### config.mk
export PLATFORM = sky130hd
export DESIGN_NAME = prog_updown_counter
export DESIGN_NICKNAME = d
export VERILOG_FILES = /design/src/rtl/prog_updown_counter.sv
export SDC_FILE = /design/constraint.sdc
export NUM_CORES = 1
export LEC_CHECK = 0
export ABC_AREA = 1
export CORE_ASPECT_RATIO = 2
export CORE_MARGIN = 4
export CORE_UTILIZATION = 35
export CTS_BUF_LIST = sky130_fd_sc_hd__clkbuf_16
export DETAILED_ROUTE_END_ITERATION = 8
export PLACE_DENSITY_LB_ADDON = 0.2
export REMOVE_ABC_BUFFERS = 1
export SLEW_MARGIN = 20
export SYNTH_ARGS = -nofsm -noshare
export SYNTH_HDL_FRONTEND = slang
export SYNTH_SLANG_ARGS = --single-unit
### constraint.sdc
create_clock -name clk_in -period 2.35 [get_ports clk_in]
set_clock_uncertainty 0.05 [all_clocks]
set_input_delay 0.3525 -clock clk_in [delete_from_list [all_inputs] [get_ports clk_in]]
set_output_delay 0.3525 -clock clk_in [all_outputs]
set_load 0.03 [all_outputs]
### src/rtl/prog_updown_counter.sv
// prog_updown_counter
//   Programmable up/down counter behind a chip-select/read/write register bus.
//   Bounce mode counts PLR->ULR->LLR->PLR (or PLR->LLR->ULR->PLR when
//   FIRST_DN is set). Wrap mode cycles LLR..ULR in one direction. Either mode
//   runs for CCR cycles and then pulses ec_out for one clock.
//
//   Optional feature macro: COUNTER_IRQ_EN adds a sticky irq_out that is set
//   by ec_out and cleared by a bus write to address 5.
//
// Ports
//   clk_in            clock, rising edge
//   reset_in          synchronous active-high reset
//   ncs_in/nwr_in/nrd_in  active-low chip select / write / read strobes
//   addr_in, din      register address and write data
//   dout              registered read data (1-cycle latency, holds otherwise)
//   start_in          start request, rising-edge detected
//   abort_in          abort level, stops a run on the next edge
//   count_out         current count
//   busy_out          run in progress
//   dir_out           direction of last step (1 = up)
//   err_out           limit configuration error (registered)
//   ec_out            one-cycle end-of-count pulse
//   irq_out           (COUNTER_IRQ_EN only) sticky end-of-count flag
module prog_updown_counter #(
    parameter int WIDTH  = 8,
    parameter int CYC_W  = 8,
    parameter int ADDR_W = 3
) (
    input  logic              clk_in,
    input  logic              reset_in,
    input  logic              ncs_in,
    input  logic              nwr_in,
    input  logic              nrd_in,
    input  logic [ADDR_W-1:0] addr_in,
    input  logic [WIDTH-1:0]  din,
    output logic [WIDTH-1:0]  dout,
    input  logic              start_in,
    input  logic              abort_in,
    output logic [WIDTH-1:0]  count_out,
    output logic              busy_out,
    output logic              dir_out,
    output logic              err_out,
    output logic              ec_out
`ifdef COUNTER_IRQ_EN
    ,
    output logic              irq_out
`endif
);

    typedef enum logic [2:0] {S_IDLE, S_PH1, S_PH2, S_PH3, S_WRAP} state_t;

    localparam logic [ADDR_W-1:0] A_PLR  = ADDR_W'(0);
    localparam logic [ADDR_W-1:0] A_ULR  = ADDR_W'(1);
    localparam logic [ADDR_W-1:0] A_LLR  = ADDR_W'(2);
    localparam logic [ADDR_W-1:0] A_CCR  = ADDR_W'(3);
    localparam logic [ADDR_W-1:0] A_CTRL = ADDR_W'(4);
    localparam logic [ADDR_W-1:0] A_STAT = ADDR_W'(5);
    localparam logic [ADDR_W-1:0] A_CNT  = ADDR_W'(6);
    localparam logic [ADDR_W-1:0] A_REM  = ADDR_W'(7);
    localparam logic [WIDTH-1:0]  ONE    = WIDTH'(1);
    localparam logic [CYC_W-1:0]  CONE   = CYC_W'(1);

    state_t            state_q, state_d;
    logic [WIDTH-1:0]  plr_q, plr_d, ulr_q, ulr_d, llr_q, llr_d;
    logic [CYC_W-1:0]  ccr_q, ccr_d, rem_q, rem_d;
    logic [1:0]        ctrl_q, ctrl_d;
    logic [WIDTH-1:0]  cnt_q, cnt_d, dout_q, dout_d;
    logic              dir_q, dir_d, err_q, err_d, ec_q, ec_d;
    logic              start_q, start_d, wr_ign_q, wr_ign_d;

    logic              wr_en, rd_en, busy, first_dn, wrap, start_rise;
    logic [WIDTH-1:0]  t1, t2, tgt, nxt, rdata;
    logic              step_up, cyc_end;
    state_t            entry_st;

    assign wr_en      = ~ncs_in & ~nwr_in & nrd_in;
    assign rd_en      = ~ncs_in & ~nrd_in & nwr_in;
    assign busy       = (state_q != S_IDLE);
    assign first_dn   = ctrl_q[0];
    assign wrap       = ctrl_q[1];
    assign start_rise = start_in & ~start_q;
    // Phase targets: PH1 heads for t1, PH2 for t2, PH3 back to PLR.
    assign t1         = first_dn ? llr_q : ulr_q;
    assign t2         = first_dn ? ulr_q : llr_q;
    // When PLR already sits on the PH1 target, PH1 has zero length.
    assign entry_st   = (plr_q == t1) ? S_PH2 : S_PH1;

    always_comb begin
        rdata = '0;
        case (addr_in)
            A_PLR:   rdata = plr_q;
            A_ULR:   rdata = ulr_q;
            A_LLR:   rdata = llr_q;
            A_CCR:   rdata = WIDTH'(ccr_q);
            A_CTRL:  rdata = WIDTH'(ctrl_q);
            A_STAT:  rdata = WIDTH'({wr_ign_q, busy, err_q, dir_q});
            A_CNT:   rdata = cnt_q;
            A_REM:   rdata = WIDTH'(rem_q);
            default: rdata = '0;
        endcase
    end

    always_comb begin
        state_d  = state_q;
        plr_d    = plr_q;
        ulr_d    = ulr_q;
        llr_d    = llr_q;
        ccr_d    = ccr_q;
        ctrl_d   = ctrl_q;
        rem_d    = rem_q;
        cnt_d    = cnt_q;
        dir_d    = dir_q;
        dout_d   = dout_q;
        wr_ign_d = wr_ign_q;
        ec_d     = 1'b0;
        start_d  = start_in;
        err_d    = (plr_q < llr_q) | (plr_q > ulr_q) | (llr_q > ulr_q);
        step_up  = 1'b0;
        tgt      = plr_q;
        nxt      = cnt_q;
        cyc_end  = 1'b0;

        // Register bus
        if (wr_en) begin
            if (busy) begin
                wr_ign_d = 1'b1;
            end else begin
                case (addr_in)
                    A_PLR:   plr_d  = din;
                    A_ULR:   ulr_d  = din;
                    A_LLR:   llr_d  = din;
                    A_CCR:   ccr_d  = CYC_W'(din);
                    A_CTRL:  ctrl_d = din[1:0];
                    default: ;
                endcase
            end
        end
        if (rd_en) begin
            dout_d = rdata;
            if (addr_in == A_STAT) wr_ign_d = 1'b0;
        end

        // Counter FSM
        case (state_q)
            S_IDLE: begin
                if (start_rise && !err_q) begin
                    if (ccr_q == '0) begin
                        ec_d = 1'b1;
                    end else begin
                        cnt_d   = plr_q;
                        rem_d   = ccr_q;
                        state_d = wrap ? S_WRAP : entry_st;
                    end
                end
            end
            S_PH1, S_PH2, S_PH3: begin
                if (ulr_q == llr_q) begin
                    // Degenerate range: every clock is a full (held) cycle.
                    cyc_end = 1'b1;
                end else begin
                    step_up = (state_q == S_PH2) ? first_dn : ~first_dn;
                    tgt     = (state_q == S_PH1) ? t1 :
                              (state_q == S_PH2) ? t2 : plr_q;
                    nxt     = step_up ? cnt_q + ONE : cnt_q - ONE;
                    cnt_d   = nxt;
                    dir_d   = step_up;
                    if (nxt == tgt) begin
                        // PH3 is empty when PLR equals the PH2 target.
                        if (state_q == S_PH3 || (state_q == S_PH2 && t2 == plr_q))
                            cyc_end = 1'b1;
                        else
                            state_d = (state_q == S_PH1) ? S_PH2 : S_PH3;
                    end
                end
            end
            S_WRAP: begin
                step_up = ~first_dn;
                if (step_up) nxt = (cnt_q == ulr_q) ? llr_q : cnt_q + ONE;
                else         nxt = (cnt_q == llr_q) ? ulr_q : cnt_q - ONE;
                cnt_d   = nxt;
                dir_d   = step_up;
                cyc_end = (nxt == plr_q);
            end
            default: state_d = S_IDLE;
        endcase

        if (cyc_end) begin
            if (rem_q > CONE) begin
                rem_d = rem_q - CONE;
                if (state_q != S_WRAP) state_d = entry_st;
            end else begin
                rem_d   = '0;
                ec_d    = 1'b1;
                state_d = S_IDLE;
            end
        end

        // Abort freezes count/REM and suppresses the end-of-count pulse.
        if (busy && abort_in) begin
            state_d = S_IDLE;
            cnt_d   = cnt_q;
            dir_d   = dir_q;
            rem_d   = rem_q;
            ec_d    = 1'b0;
        end
    end

    always_ff @(posedge clk_in) begin
        if (reset_in) begin
            state_q  <= S_IDLE;
            plr_q    <= '0;
            ulr_q    <= '1;
            llr_q    <= '0;
            ccr_q    <= '0;
            ctrl_q   <= '0;
            rem_q    <= '0;
            cnt_q    <= '0;
            dir_q    <= 1'b0;
            err_q    <= 1'b0;
            ec_q     <= 1'b0;
            dout_q   <= '0;
            start_q  <= 1'b0;
            wr_ign_q <= 1'b0;
        end else begin
            state_q  <= state_d;
            plr_q    <= plr_d;
            ulr_q    <= ulr_d;
            llr_q    <= llr_d;
            ccr_q    <= ccr_d;
            ctrl_q   <= ctrl_d;
            rem_q    <= rem_d;
            cnt_q    <= cnt_d;
            dir_q    <= dir_d;
            err_q    <= err_d;
            ec_q     <= ec_d;
            dout_q   <= dout_d;
            start_q  <= start_d;
            wr_ign_q <= wr_ign_d;
        end
    end

`ifdef COUNTER_IRQ_EN
    logic irq_q, irq_d;

    // Set beats clear when both land on the same edge.
    assign irq_d = ec_q | (irq_q & ~(wr_en && addr_in == A_STAT));

    always_ff @(posedge clk_in) begin
        if (reset_in) irq_q <= 1'b0;
        else          irq_q <= irq_d;
    end

    assign irq_out = irq_q;
`endif

    assign dout      = dout_q;
    assign count_out = cnt_q;
    assign busy_out  = busy;
    assign dir_out   = dir_q;
    assign err_out   = err_q;
    assign ec_out    = ec_q;

endmodule

==> run_results.csv <==
group,metric,value,unit
status,status,"complete, but fails checks",
status,violations,"negative setup slack",
timing,finalSetupViolCount,12,
die,dieArea,0.01866,sq mm
cts,cts_hold_buf,0,
synth,syn-cell-area,0.005747,sq mm
detailed_routing,vias_per_cell,5.578,
timing,slew_violations,0,
cts,htree_levels,3,
placed_design,place.gp.congestion,1.001,
timing,finalCritPeriodShare,1.042,
detailed_routing,routed_wl,28.63,mm
worst_setup_path,worst_ep_required_time,2.58,ns
power,seqPwrFrac,0.302,
power,netSwitchingPower,0.001359,W
worst_setup_path,path_cells,"buf_4 > xnor2_2 > nand2_2 > nor2_4 > nand2_4 > nand2_2 > nand3_2 > nand3_2 > nand2_1 > nor2_1 > nand2_1 > nor2_4 > nand2_4 > nand2_4 > clkbuf_16 > nand2_1 > nand2_1 > nor2_1 > nor2_1",
power,internal_power,0.002621,W
power,pwr-share-clk,0.367,
power,combPwrFrac,0.331,
cells_and_area,area_growth_syn_to_layout,57.11,%
cts,numCtsBuffers,9,
synth,yosys.area.top_type,"dfxtp_1",
global_routing,grt_max_degree,47,
job,maxCapViolCount,0,
die,dieHeight,189.2,um
timing,max_freq,408.6,MHz
cts,clockBufferDepth,2,
synth,async_flop_share,0,
worst_setup_path,criticalPathCategory,"reg -> reg",
synth,ys_seq_area_frac,0.2299,
cells_and_area,drive_above_1_share,0.3713,
detailed_routing,drc,0,
synth,synth_area_leaders,"dfxtp_1 (23%), nand2_1 (16%), nand3_1 (7.1%)",
timing,finalHoldViolations,0,
detailed_routing,num_vias,7597,
timing,tightest_slew,0.5041,ns
synth,synth.avg_cell_area,6.233,sq um
global_routing,antenna_found_initial,0,
detailed_routing,ant_nets,0,
worst_setup_path,cp-start-kind,"register",
timing,setup_tns,-0.7997,ns
cts,clockRootBuffer,"clkbuf_16",
timing,max_slew_margin,0.6595,
worst_setup_path,crit_arrival,2.68,ns
detailed_routing,first_pass_iters,8,
detailed_routing,avgRoutedWirePerCell,21.02,um
cts,path_clk_slew,0.06,ns
power,power-per-cell-area,440.8,mW/mm^2
worst_setup_path,crit_top_cell,"nand2_1",
worst_setup_path,max_stage_delay,0.34,ns
worst_setup_path,critPathMaxFanout,5,
global_routing,grt.overflow.total,0,
die,rows,66,
synth,synth_edf_count,0,
power,leakage,4.204,nW
worst_setup_path,cp_top_family,"simple AND/OR/NAND/NOR gates",
timing,period_needed,2.448,ns
timing,worst_slack,-0.09768,ns
timing,holdWs,0.4135,ns
synth,synthCells,922,
placed_design,io_buffers,37,
cells_and_area,diodes,0,
synth,synthDistinctLibCells,46,
worst_setup_path,path_buf_inv,2,
cts,clk-insertion-delay-late,0.34,ns
power,power,0.003980,W
cells_and_area,final_nets,1199,
die,die_width,98.61,um
die,io_pins,38,
synth,synth_seq_cells,66,
cts,cts_tree,"built",
synth,synthTopCellsByCount,"nand2_1 (246), inv_1 (83), nand3_1 (82), nor2_1 (82), dfxtp_1 (66)",
worst_setup_path,endpoint_kind,"register",
synth,yosys.area.top_type_share,0.2299,
die,start_util,0.3551,
power,ir_drop,0.2841,mV
global_routing,grt_pass1_vias,7453,
global_routing,grt_pass1_wl,41.84,mm
synth,synth_ff_type,"dfxtp_1",
global_routing,track_usage,0.3006,
power,p_sw_frac,0.3414,
min_path,worstHoldPathType,"reg -> reg",
synth,yosysMostFrequentCell,"nand2_1",
timing,grt_setup_unrepaired,"true",
cts,cts.sinks,66,
worst_setup_path,cp_slowest_cell,"dfxtp_1",
synth,synth_warnings,0,
placed_design,hpwl,22.38,mm
die,core,0.01619,sq mm
detailed_routing,drt-initial-drc-count,571,
[sequential cells by signal, summed over array words and instances (netlist names)]
register	count
ccr_q	8
count_out	8
ctrl_q	2
dir_out	1
dout	8
ec_out	1
err_out	1
llr_q	8
plr_q	8
rem_q	8
start_q	1
state_q	3
ulr_q	8
wr_ign_q	1
[final cells by class]
type                            count  area (sq um)
Clock buffer                        9         225.2
Clock inverter                      6         83.83
Fill cell                        1621          7157
Inverter                          102         397.9
Multi-Input combinational cell    728          4586
Sequential cell                    66          1369
Tap cell                          204         255.2
Timing Repair Buffer              247          2112
[power by group through the flow]
stage	registers, W	clock network (W)	logic [W]
2_1_floorplan	0.00125	0	0.000548
3_3_place_gp	0.00122	0	0.00112
3_5_place_dp	0.00122	0	0.00111
4_1_cts	0.00120	0.00148	0.00120
5_1_grt	0.00120	0.00154	0.00141
6_report	0.00120	0.00146	0.00132
[logic make-up (layout without fill, tap and decap cells)]
family / count (synthesis) / after routing / synth area share
flops: 66 / 66 / 0.2299
fa+ha+maj: 27 / 27 / 0.05878
simple gates: 485 / 488 / 0.3817
xor+xnor: 30 / 30 / 0.04834
buf+inv: 131 / 364 / 0.09776
compound gates: 183 / 183 / 0.1835
[tightest hold or removal path: stages (launching register included)]
cell     delay [ns]
dfxtp_1        0.31
nand2_1        0.06
a21oi_1        0.05
[routing by layer]
metal	part of all wire	up-vias	global-route usage	wire length, um
met3	0.045	184	0.03024	1278
met4	0.14	0	0.3161	3897
li1	-	3551	-	-
met2	0.50	370	0.5357	14290
met5	0	-	0	0
met1	0.32	3492	0.2805	9168
[per-stage QoR]
| stage | util | cells | instance area, sq um | setup slack, ns |
|---|---|---|---|---|
| final | 0.5578 | 1362 | 9029 | -0.09768 |
| after global routing | 0.5578 | 1362 | 9029 | -0.2411 |
| after CTS | 0.5206 | 1347 | 8427 | -0.009202 |
| after detailed placement | 0.4728 | 1320 | 7652 | -0.3759 |
| after global placement | 0.4728 | 1320 | 7652 | -0.3703 |
| after floorplan | - | 893 | 5568 | -0.6271 |
[final timing paths]
check | from | end | slack (ns) | cells after the start
max | ulr_q[3] | rem_q[3] | -0.1 | 19
min | dout[2] | dout[2] | 0.41 | 2
max reg2reg | ulr_q[3] | rem_q[3] | -0.1 | 19
min reg2reg | dout[2] | dout[2] | 0.41 | 2
[cell usage in the layout, fill, tap and decap left out, types with 5 or more instances in the layout]
cell and n:
nand2_1 206, dfxtp_2 11, ha_4 5, buf_12 5
nor3_1 9, nor2_1 69, buf_4 183, nand3_1 51
clkbuf_16 10, inv_1 78, nand2_2 43, ha_1 22
xnor2_2 8, nor2_2 9, o41ai_1 5, nor2_4 12
dfxtp_4 9, nand3_2 32, o22ai_1 18, a31oi_1 6
a21oi_1 58, o21ai_1 11, nand3_4 6, dfxtp_1 46
nand2_4 22, o21ai_2 5, buf_6 20, o211ai_1 12
inv_2 19, o21ai_0 51, xor2_1 15, nand4_1 11
clkdlybuf4s50_1 36
[what timing repair did]
action | 4_1_cts | 5_1_grt
setup buffers | 11 | 12
pin swaps | 28 | 76
gates cloned | 1 | 3
resized for setup | 109 | 116
endpoints found under the setup margin | 18 | 19
(Power assumes the default switching activity.)
